==> src/rtl/timer_irq_pkg.sv <==
// timer_irq shared definitions.
// Register map, TCON fields and default base.
package timer_irq_pkg;

  localparam logic [31:0] DEF_BASE_ADDR = 32'h4000_0000;

  localparam logic [31:0] TH_OFS   = 32'd0;
  localparam logic [31:0] TL_OFS   = 32'd4;
  localparam logic [31:0] TCON_OFS = 32'd8;

  localparam int TCON_EN = 0;
  localparam int TCON_IE = 1;
  localparam int TCON_IS = 2;

  localparam logic [31:0] TL_MAX = 32'hFFFF_FFFF;

endpackage

==> src/rtl/timer_irq_if.sv <==
// timer_irq data-memory bus interface.
// Master is the CPU side, slave the timer.
interface timer_irq_if;

  logic        MemRead;
  logic        MemWrite;
  logic [31:0] Addr;
  logic [31:0] WriteData;
  logic [31:0] ReadData;

  modport master (
    output MemRead,
    output MemWrite,
    output Addr,
    output WriteData,
    input  ReadData
  );

  modport slave (
    input  MemRead,
    input  MemWrite,
    input  Addr,
    input  WriteData,
    output ReadData
  );

endinterface

==> src/rtl/timer_prescaler.sv <==
// timer_irq clock prescaler.
// One-cycle tick every PRESCALE enabled cycles.
module timer_prescaler #(
  parameter int unsigned PRESCALE = 1
) (
  input  logic clk,
  input  logic reset,
  input  logic en,
  output logic tick
);

  localparam int W =
    (PRESCALE > 1) ? $clog2(PRESCALE) : 1;
  localparam logic [W-1:0] LAST = W'(PRESCALE - 1);

  logic [W-1:0] cnt;

  assign tick = en && (cnt == LAST);

  // count while enabled, wrap on tick, hold 0 when off
  always_ff @(posedge clk or negedge reset) begin
    if (!reset) begin
      cnt <= '0;
    end else if (!en || tick) begin
      cnt <= '0;
    end else begin
      cnt <= cnt + W'(1);
    end
  end

endmodule

==> src/rtl/timer_irq.sv <==
// timer_irq memory-mapped interval timer.
// TH/TL/TCON registers and the IRQ level.
module timer_irq
  import timer_irq_pkg::*;
#(
  parameter logic [31:0] BASE_ADDR = DEF_BASE_ADDR,
  parameter int unsigned PRESCALE  = 1
) (
  input  logic        clk,
  input  logic        reset,
  timer_irq_if.slave  bus,
  output logic        IRQ
);

  logic [31:0] th;
  logic [31:0] tl;
  logic [2:0]  tcon;

  logic sel_th;
  logic sel_tl;
  logic sel_tcon;
  logic wr_th;
  logic wr_tl;
  logic wr_tcon;
  logic en;
  logic tick;
  logic ovf;
  logic ovf_set;
  logic [31:0] rdata;

  assign sel_th   = bus.Addr == BASE_ADDR + TH_OFS;
  assign sel_tl   = bus.Addr == BASE_ADDR + TL_OFS;
  assign sel_tcon = bus.Addr == BASE_ADDR + TCON_OFS;

  assign wr_th   = bus.MemWrite && sel_th;
  assign wr_tl   = bus.MemWrite && sel_tl;
  assign wr_tcon = bus.MemWrite && sel_tcon;

  // a write clearing EN zeroes the prescaler this edge
  assign en = tcon[TCON_EN] &&
    !(wr_tcon && !bus.WriteData[TCON_EN]);

  timer_prescaler #(
    .PRESCALE (PRESCALE)
  ) u_pre (
    .clk   (clk),
    .reset (reset),
    .en    (en),
    .tick  (tick)
  );

  // TL write beats the tick, so no overflow then
  assign ovf     = tick && (tl == TL_MAX) && !wr_tl;
  assign ovf_set = ovf && tcon[TCON_IE];

  // reload register
  always_ff @(posedge clk or negedge reset) begin
    if (!reset) begin
      th <= '0;
    end else if (wr_th) begin
      th <= bus.WriteData;
    end
  end

  // up-counter; reload sees the pre-write TH
  always_ff @(posedge clk or negedge reset) begin
    if (!reset) begin
      tl <= '0;
    end else if (wr_tl) begin
      tl <= bus.WriteData;
    end else if (ovf) begin
      tl <= th;
    end else if (tick) begin
      tl <= tl + 32'd1;
    end
  end

  // control/status; overflow set is never lost
  always_ff @(posedge clk or negedge reset) begin
    if (!reset) begin
      tcon <= '0;
    end else if (wr_tcon) begin
      tcon[TCON_EN] <= bus.WriteData[TCON_EN];
      tcon[TCON_IE] <= bus.WriteData[TCON_IE];
      tcon[TCON_IS] <= bus.WriteData[TCON_IS] | ovf_set;
    end else if (ovf_set) begin
      tcon[TCON_IS] <= 1'b1;
    end
  end

  // read mux, zero when idle or unmapped
  always_comb begin
    rdata = '0;
    if (bus.MemRead) begin
      unique case (1'b1)
        sel_th:   rdata = th;
        sel_tl:   rdata = tl;
        sel_tcon: rdata = {29'd0, tcon};
        default:  rdata = '0;
      endcase
    end
  end

  assign bus.ReadData = rdata;
  assign IRQ          = tcon[TCON_IS];

endmodule

==> src/flat_wrapper.sv <==
// flat-port wrapper written by rule: the top's interface ports become plain ports
module timer_irq_flat import timer_irq_pkg::*;
#(
  parameter logic [31:0] BASE_ADDR = DEF_BASE_ADDR,
  parameter int unsigned PRESCALE  = 1
)
  (clk, reset, IRQ, bus_MemRead, bus_MemWrite, bus_Addr, bus_WriteData, bus_ReadData);
  timer_irq_if bus_i ();
  input  logic clk;
  input  logic reset;
  output logic IRQ;
  input wire logic [$bits(bus_i.MemRead)-1:0] bus_MemRead;
  input wire logic [$bits(bus_i.MemWrite)-1:0] bus_MemWrite;
  input wire logic [$bits(bus_i.Addr)-1:0] bus_Addr;
  input wire logic [$bits(bus_i.WriteData)-1:0] bus_WriteData;
  output wire logic [$bits(bus_i.ReadData)-1:0] bus_ReadData;
  assign bus_i.MemRead = bus_MemRead;
  assign bus_i.MemWrite = bus_MemWrite;
  assign bus_i.Addr = bus_Addr;
  assign bus_i.WriteData = bus_WriteData;
  assign bus_ReadData = bus_i.ReadData;
  timer_irq #(.BASE_ADDR(BASE_ADDR), .PRESCALE(PRESCALE)) u_core (.clk(clk), .reset(reset), .bus(bus_i), .IRQ(IRQ));
endmodule
==> config.mk <==
export PLATFORM = sky130hd
export DESIGN_NAME = timer_irq_flat
export DESIGN_NICKNAME = d
export VERILOG_FILES = /design/src/rtl/timer_irq_pkg.sv /design/src/rtl/timer_irq_if.sv /design/src/rtl/timer_prescaler.sv /design/src/rtl/timer_irq.sv /design/src/flat_wrapper.sv
export SDC_FILE = /design/constraint.sdc
export NUM_CORES = 1
export LEC_CHECK = 0
export BUFFER_PORTS_ARGS = -buffer_cell sky130_fd_sc_hd__buf_2
export CORE_AREA = 2 2 92 94
export DETAILED_ROUTE_END_ITERATION = 10
export DIE_AREA = 0 0 94 96
export PLACE_DENSITY = 0.9
export SETUP_SLACK_MARGIN = 0.5
export SYNTH_ARGS = -nofsm -noshare
export SYNTH_HDL_FRONTEND = slang
export SYNTH_SLANG_ARGS = --single-unit
==> constraint.sdc <==
create_clock -name clk -period 3.1 [get_ports clk]
set_input_delay 0.31 -clock clk [delete_from_list [all_inputs] [get_ports clk]]
set_output_delay 0.31 -clock clk [all_outputs]
set_load 0.005 [all_outputs]
==> results of run 1 <==
==> cell type report <==
type,instances,share of cell area (%)
repair buffers,119,12.91
well taps,105,2.558
clock inverters,2,0.1949
flip-flops and latches,68,33.13
inverters,2,0.1462
multi-input cells,335,47.97
clock buffers,13,3.094
==> Yosys cell counts, types with 3 or more instances <==
| cell type | n | area, sq um |
|---|---|---|
| dfrtp_1 | 68 | 1702 |
| mux2_2 | 34 | 382.9 |
| a31o_2 | 3 | 26.28 |
| o221ai_1 | 3 | 26.28 |
| buf_4 | 3 | 22.52 |
| xor2_1 | 16 | 140.1 |
| mux2i_1 | 4 | 40.04 |
| xnor2_1 | 9 | 78.83 |
| a22oi_1 | 29 | 217.7 |
| nor4_1 | 8 | 50.05 |
| nor3_1 | 14 | 70.07 |
| nand3_1 | 14 | 70.07 |
| o31ai_1 | 15 | 112.6 |
| o21ai_0 | 4 | 20.02 |
| buf_2 | 16 | 80.08 |
| nand4_1 | 9 | 56.30 |
| nand2_1 | 28 | 105.1 |
| a211o_1 | 8 | 70.07 |
| and4_1 | 4 | 35.03 |
| and3_1 | 3 | 18.77 |
| a21oi_1 | 15 | 75.07 |
| a22o_1 | 13 | 113.9 |
| a221o_1 | 16 | 160.2 |
| clkbuf_1 | 15 | 56.30 |
| nor2_1 | 46 | 172.7 |
| or3_1 | 4 | 25.02 |
==> state kept, by name, summed over array words and instances, names as in the netlist <==
name and cells:
u_core.tcon 3, u_core.th 32, u_core.u_pre.cnt 1, u_core.tl 32
==> stage by stage <==
| stage | instance area (sq um) | utilization, % | hold slack (ns) | power, mW | setup slack, ns |
|---|---|---|---|---|---|
| floorplan | 4300 | - | 0.01441 | 0.9171 | 0.8258 |
| global placement | 4892 | 60.76 | 0.3762 | 0.9858 | 0.5339 |
| finish | 5136 | 63.79 | -0.01408 | 1.630 | 0.6580 |
| global route | 5136 | 63.79 | 0.04858 | 1.682 | 0.5034 |
| CTS | 5061 | 62.86 | 0.01202 | 1.635 | 0.5003 |
| detailed placement | 4892 | 60.76 | 0.3916 | 0.9891 | 0.4541 |
==> worst paths after layout <==
path,from,endpoint,slack (ns),depth (start not counted)
max,u_core.tl[1],u_core.tl[28],0.66,7
min,reset,u_core.th[22],-0.01,2
max reg2reg,u_core.tl[1],u_core.tl[28],0.66,7
min reg2reg,u_core.th[16],u_core.tl[16],0.52,1
max in group asynchronous,reset,u_core.tl[3],2.74,2
min in group clk,bus_WriteData[21],u_core.th[21],0.20,2
==> cell families after synthesis <==
| family | Yosys count |
|---|---|
| AOI/OAI and AO/OA | 121 |
| xor gates and xnor gates | 25 |
| adders and majority gates | 1 |
| buffers and inverters | 38 |
| DFF | 68 |
| muxes | 38 |
| other | 1 |
| and+or+nand+nor | 149 |
==> routing by layer <==
metal / global-route usage, % / share of wire (%) / routed length, um / vias to the layer above
met3: 5.090 / 7.3 / 888 / 33
met1: 37.03 / 41 / 5062 / 2002
li1: - / - / - / 1875
met4: 12.32 / 2.9 / 352 / 0
met2: 44.70 / 48 / 5897 / 200
met5: 0 / 0 / 0 / -
==> worst register-to-register path, stage by stage (launching register included) <==
cell     delay [ns]
dfrtp_1        0.44
ha_1           0.26
nand3_2        0.16
or4_4          0.65
nor2_1         0.22
nand3_1        0.13
xnor2_1        0.14
a221o_1        0.32
==> power by group through the flow <==
stage	Sequential [mW]	Combinational (mW)	Clock (mW)
6_report	0.888	0.0848	0.658
2_1_floorplan	0.905	0.0123	0
3_5_place_dp	0.905	0.0845	0
4_1_cts	0.888	0.0846	0.663
5_1_grt	0.887	0.0937	0.702
3_3_place_gp	0.905	0.0812	0
==> what timing repair did <==
action / 4_1_cts / 5_1_grt
setup buffers: 0 / 3
endpoints found under the setup margin: 0 / 55
gates resized for setup: 0 / 12
==> key figures, run 1 <==
Yosys
  – #FFs+latches synth: 68
  – Mapped Area: 4300 sq um
  – Synth Warn #: 0
  – Post-Synth Adder-Cell Area: 0.2910%
  – Synth cell types: 57
  – Synth Area in XOR/XNOR: 5.092%
  – Largest family of logic cells by synthesized area: compound AO/OA/AOI/OAI gates
  – Compound-Gate Fraction of Synth Area: 21.85%
  – Top_reg_cell synth: dfrtp_1
  – Synth Area in Simple Gates: 18.88%
  – Sequential element share of the synthesized area: 39.57%
  – EDFF count, synth: 0
  – Post-Syn Area per Cell: 9.751 sq um
  – Gate Count Post-Synth: 441
  – Mapped Nets: 510
  – Asr flop ratio synth: 100.0%
  – Multiplexer share of the synthesized area: 9.834%

Worst hold path
  – Hold Crit Class: input port to async pin

Route
  – Routed len/inst: 18.94 um
  – DRT iter0 DRCs: 434
  – 1st-pass router iterations: 5
  – # DRC: 0
  – Total Wirelength: 12,200 um
  – Via/cell ratio: 6.382
  – Via count: 4,110
  – Final ANT Viol Nets: 0

CTS
  – CTS HTree Levels: 3
  – Clock net sink count: 68
  – Hold buffers post-CTS: 0
  – Longest Clk Path Bufs: 2
  – Root Buffer: clkbuf_8
  – Clock Latency Late Sink: 0.36 ns
  – Num CTS Buffers: 9
  – CTS tree: built
  – Clock Pin Slew Worst Setup and Hold Paths: 0.07 ns

Status
  – Violated checks: negative hold slack
  – Status: finished with violations

Power and ir drop
  – Switching part of the total: 23.19%
  – Static Leak: 2.287 nW
  – Clock share of power: 40.4%
  – Worst VDD drop: 247.7 uV
  – P_sw: 378.1 uW
  – Comb power frac: 5.2%
  – Sequential Power Share: 54.4%
  – Cell-internal power: 1.252 mW
  – Power per Cell Area: 317.4 nW/um^2

Setup path
  – CP Launch Type: register
  – Max stage delay on crit path: 0.64 ns
  – CP Class: register to register
  – Crit Path Max Fanout: 6
  – Crit path DAT: 2.68 ns
  – Critical Path Sink Type: register
  – Largest delay share family, worst path: simple AND/OR/NAND/NOR gates
  – Required @ worst endpoint: 3.34 ns
  – Slowest CP cell: or4_4
  – WP buf/inv: 0
  – Cells along the critical path: ha_1 -> nand3_2 -> or4_4 -> nor2_1 -> nand3_1 -> xnor2_1 -> a221o_1

Timing
  – Slew @ Worst Pin: 1.130 ns
  – Minimum clock period: 2.442 ns
  – Clk_skew: 0.007343 ns
  – Setup Viol. Count Final: 0
  – Slew Viols, Final: 0
  – Final hold slack: -0.01408 ns
  – Slew HR: 24.69%
  – Tcrit/Tclk final: 78.77%
  – Fin. Hold Viols: 15
  – Sum of negative setup slack: 0 ns
  – F_max: 0.4095 GHz
  – RSZ-0062 raised after global routing: false

Finish
  – Register Area: 1702 sq um
  – Most frequent cells in the layout: 100 x buf_2, 68 x dfrtp_1, 46 x nor2_1, 34 x mux2_2, 29 x a22oi_1
  – Share of cells above drive strength 1: 35.25%
  – Most common cell after layout, fill and taps aside: buf_2
  – Area delta synth->final: 19.44%
  – Antenna Cells: 0
  – Fin nets: 604
  – Layout fillers: 654
  – Layout Cells excl Fill: 644
  – Multi-input gate area: 2464 sq um

Placement
  – Dpl hpwl: 8011 um
  – Placer Congestion: 0.8853
  – IO buf count: 100
  – DP Cell Count: 625

Floorplanning
  – Die width: 94 um
  – Die height: 96 um
  – Ports: 101
  – Starting density of the core: 53.41%
  – Rows: 33
  – Die area: 9024 sq um
  – Core Box Area: 8051 sq um

Global route
  – Vias in the first global route: 4,056
  – Antenna violations before repair: 0
  – Overall routing resource usage: 27.82%
  – Grt ovf: 0
  – Pin count of the biggest net entering global routing: 37
  – First-pass GRT wire length: 19,850 um

Run
  – Maxcap violations: 0
Note: power is estimated with default switching activity, not from simulation.
==> run 2, diff against run 1 <==
clock period = 2.4 ns   (was 3.1 ns; I/O delays follow)
==> run 2 against run 1 <==
Compared with the run above:
- routed wire length up 82%
- global-route usage up 14 points
- sequential share of layout area down 8.5 points
- highest routed layer unchanged
- clock power up 36%
- power up 35%
- via count up 33%
- the run ends with negative setup slack left
- sequential power up 30%
- critical path depth up 1
==> key figures, run 2 (synthesis results as in run 1) <==
Setup path
  – Critical Path Sink Type: register
  – Crit Path Max Fanout: 5
  – CP Launch Type: register
  – CP Class: register to register
  – Required @ worst endpoint: 2.65 ns
  – Crit path DAT: 2.85 ns

Route
  – Met3 routed WL: 2980 um
  – M1 WL: 7349 um
  – DRT iter0 DRCs: 749
  – Routed len/inst: 31.09 um
  – Top Metal Used: met4
  – Via/cell ratio: 7.608
  – Met2 wire length: 9714 um
  – 1st-pass router iterations: 8
  – Final ANT Viol Nets: 0
  – # DRC: 0
  – Via count: 5,447
  – Total Wirelength: 22,260 um

Timing
  – Tcrit/Tclk final: 108.4%
  – Setup Viol. Count Final: 2
  – Setup ws final: -0.2017 ns
  – Minimum clock period: 2.602 ns
  – Clk_skew: 0.01620 ns
  – RSZ-0062 raised after global routing: true
  – Final hold slack: 0.1299 ns
  – Slew @ Worst Pin: 0.5922 ns
  – Slew Viols, Final: 0
  – F_max: 0.3844 GHz
  – Slew HR: 60.21%
  – Fin. Hold Viols: 0

Power and ir drop
  – Clock share of power: 40.8%
  – Sequential Power Share: 52.2%
  – Static Leak: 2.916 nW
  – Switching part of the total: 25.36%
  – Cell-internal power: 1.641 mW
  – Power per Cell Area: 317.4 nW/um^2
  – P_sw: 557.5 uW
  – Worst VDD drop: 298.7 uV
  – Comb power frac: 7.0%

Finish
  – Most common cell after layout, fill and taps aside: buf_2
  – Share of cells above drive strength 1: 57.94%
  – Most frequent cells in the layout: 91 x buf_2, 62 x dfrtp_1, 49 x buf_4, 41 x nor2_1, 30 x mux2_4
  – Area delta synth->final: 61.04%
  – Layout Cells excl Fill: 716
  – Layout fillers: 335
  – Top flop regs: u_core.th: 32 flops, u_core.tl: 32 flops, u_core.tcon: 3 flops
  – Fin nets: 675
  – Antenna Cells: 0

CTS
  – Clock net sink count: 68
  – Clock Latency Late Sink: 0.36 ns
  – Num CTS Buffers: 9
  – Clock Pin Slew Worst Setup and Hold Paths: 0.09 ns
  – CTS tree: built
  – Root Buffer: clkbuf_8
  – Longest Clk Path Bufs: 2
  – CTS HTree Levels: 3

Worst hold path
  – Hold Crit Class: input port to register

Placement
  – Placer Congestion: 0.8638
  – Dpl hpwl: 8954 um
  – IO buf count: 100
  – DP Cell Count: 647

Global route
  – Antenna violations before repair: 1
  – Overall routing resource usage: 41.99%
  – First-pass GRT wire length: 28,380 um
  – Pin count of the biggest net entering global routing: 33
  – Vias in the first global route: 5,179
  – Grt ovf: 0

Floorplanning
  – Die width: 94 um
  – Die area: 9024 sq um
  – Starting density of the core: 53.41%
  – Core Box Area: 8051 sq um
  – Die height: 96 um
  – Rows: 33
  – Ports: 101

Run
  – Maxcap violations: 0

Status
  – Violated checks: negative setup slack
  – Status: finished with violations
[run 2: final cells by class]
class                           count  area [sq um]  share of cell area, %
Clock buffer                       14         162.7                  2.349
Clock inverter                      2         10.01                 0.1445
Inverter                            2         7.507                 0.1084
Multi-Input combinational cell    335          3283                  47.41
Sequential cell                    68          1709                  24.68
Tap cell                          105         131.4                  1.897
Timing Repair Buffer              190          1622                  23.41
[run 2: what timing repair did]
item | 4_1_cts | 5_1_grt
gates resized for setup | 112 | 53
hold buffers | 1 | 0
hold endpoints to repair | 15 | 0
endpoints found under the setup margin | 88 | 97
gates cloned | 8 | 2
setup buffers | 33 | 9
pin swaps | 40 | 26
[run 2: metrics by stage]
| step | util, % | cell area (sq um) | power (mW) | setup slack [ns] | setup TNS, ns |
|---|---|---|---|---|---|
| after floorplan | - | 4604 | 1.186 | 0.2445 | 0 |
| after global placement | 66.62 | 5364 | 1.278 | 0.1282 | 0 |
| after detailed placement | 66.62 | 5364 | 1.282 | 0.04488 | 0 |
| after CTS | 80.95 | 6518 | 2.148 | 0.2565 | 0 |
| after global routing | 86.01 | 6925 | 2.257 | -0.1897 | -0.2064 |
| final | 86.01 | 6925 | 2.198 | -0.2017 | -0.2022 |
[run 2: power by group through the flow]
stage          logic (mW)  clock network (mW)  registers [mW]
2_1_floorplan      0.0176                   0            1.17
3_3_place_gp        0.109                   0            1.17
3_5_place_dp        0.113                   0            1.17
4_1_cts             0.136               0.866            1.15
5_1_grt             0.160               0.951            1.15
6_report            0.155               0.897            1.15
[run 2: worst paths after layout]
kind	depth (start not counted)	startpoint	slack (ns)	to
max	8	u_core.tl[0]	-0.20	u_core.tl[11]
min	2	bus_WriteData[21]	0.13	u_core.th[21]
max reg2reg	8	u_core.tl[0]	-0.20	u_core.tl[11]
min reg2reg	2	u_core.tcon[1]	0.54	u_core.tcon[2]
max in group asynchronous	3	reset	1.25	u_core.tl[6]
min in group asynchronous	2	reset	0.37	u_core.tcon[2]
[run 2: critical path, stage by stage, from the launching register on]
cell,delay [ns]
dfrtp_1,0.46
buf_4,0.19
nand4_1,0.23
buf_4,0.25
nor3_1,0.33
nand3_1,0.29
xor2_1,0.32
a21oi_1,0.13
a221o_1,0.29
[run 2: metal layers]
metal  up-vias  global-route usage [%]
li1       2018                       -
met3       235                   10.49
met2       667                   66.55
met1      2527                   51.31
met4         0                   26.93
met5         -                       0
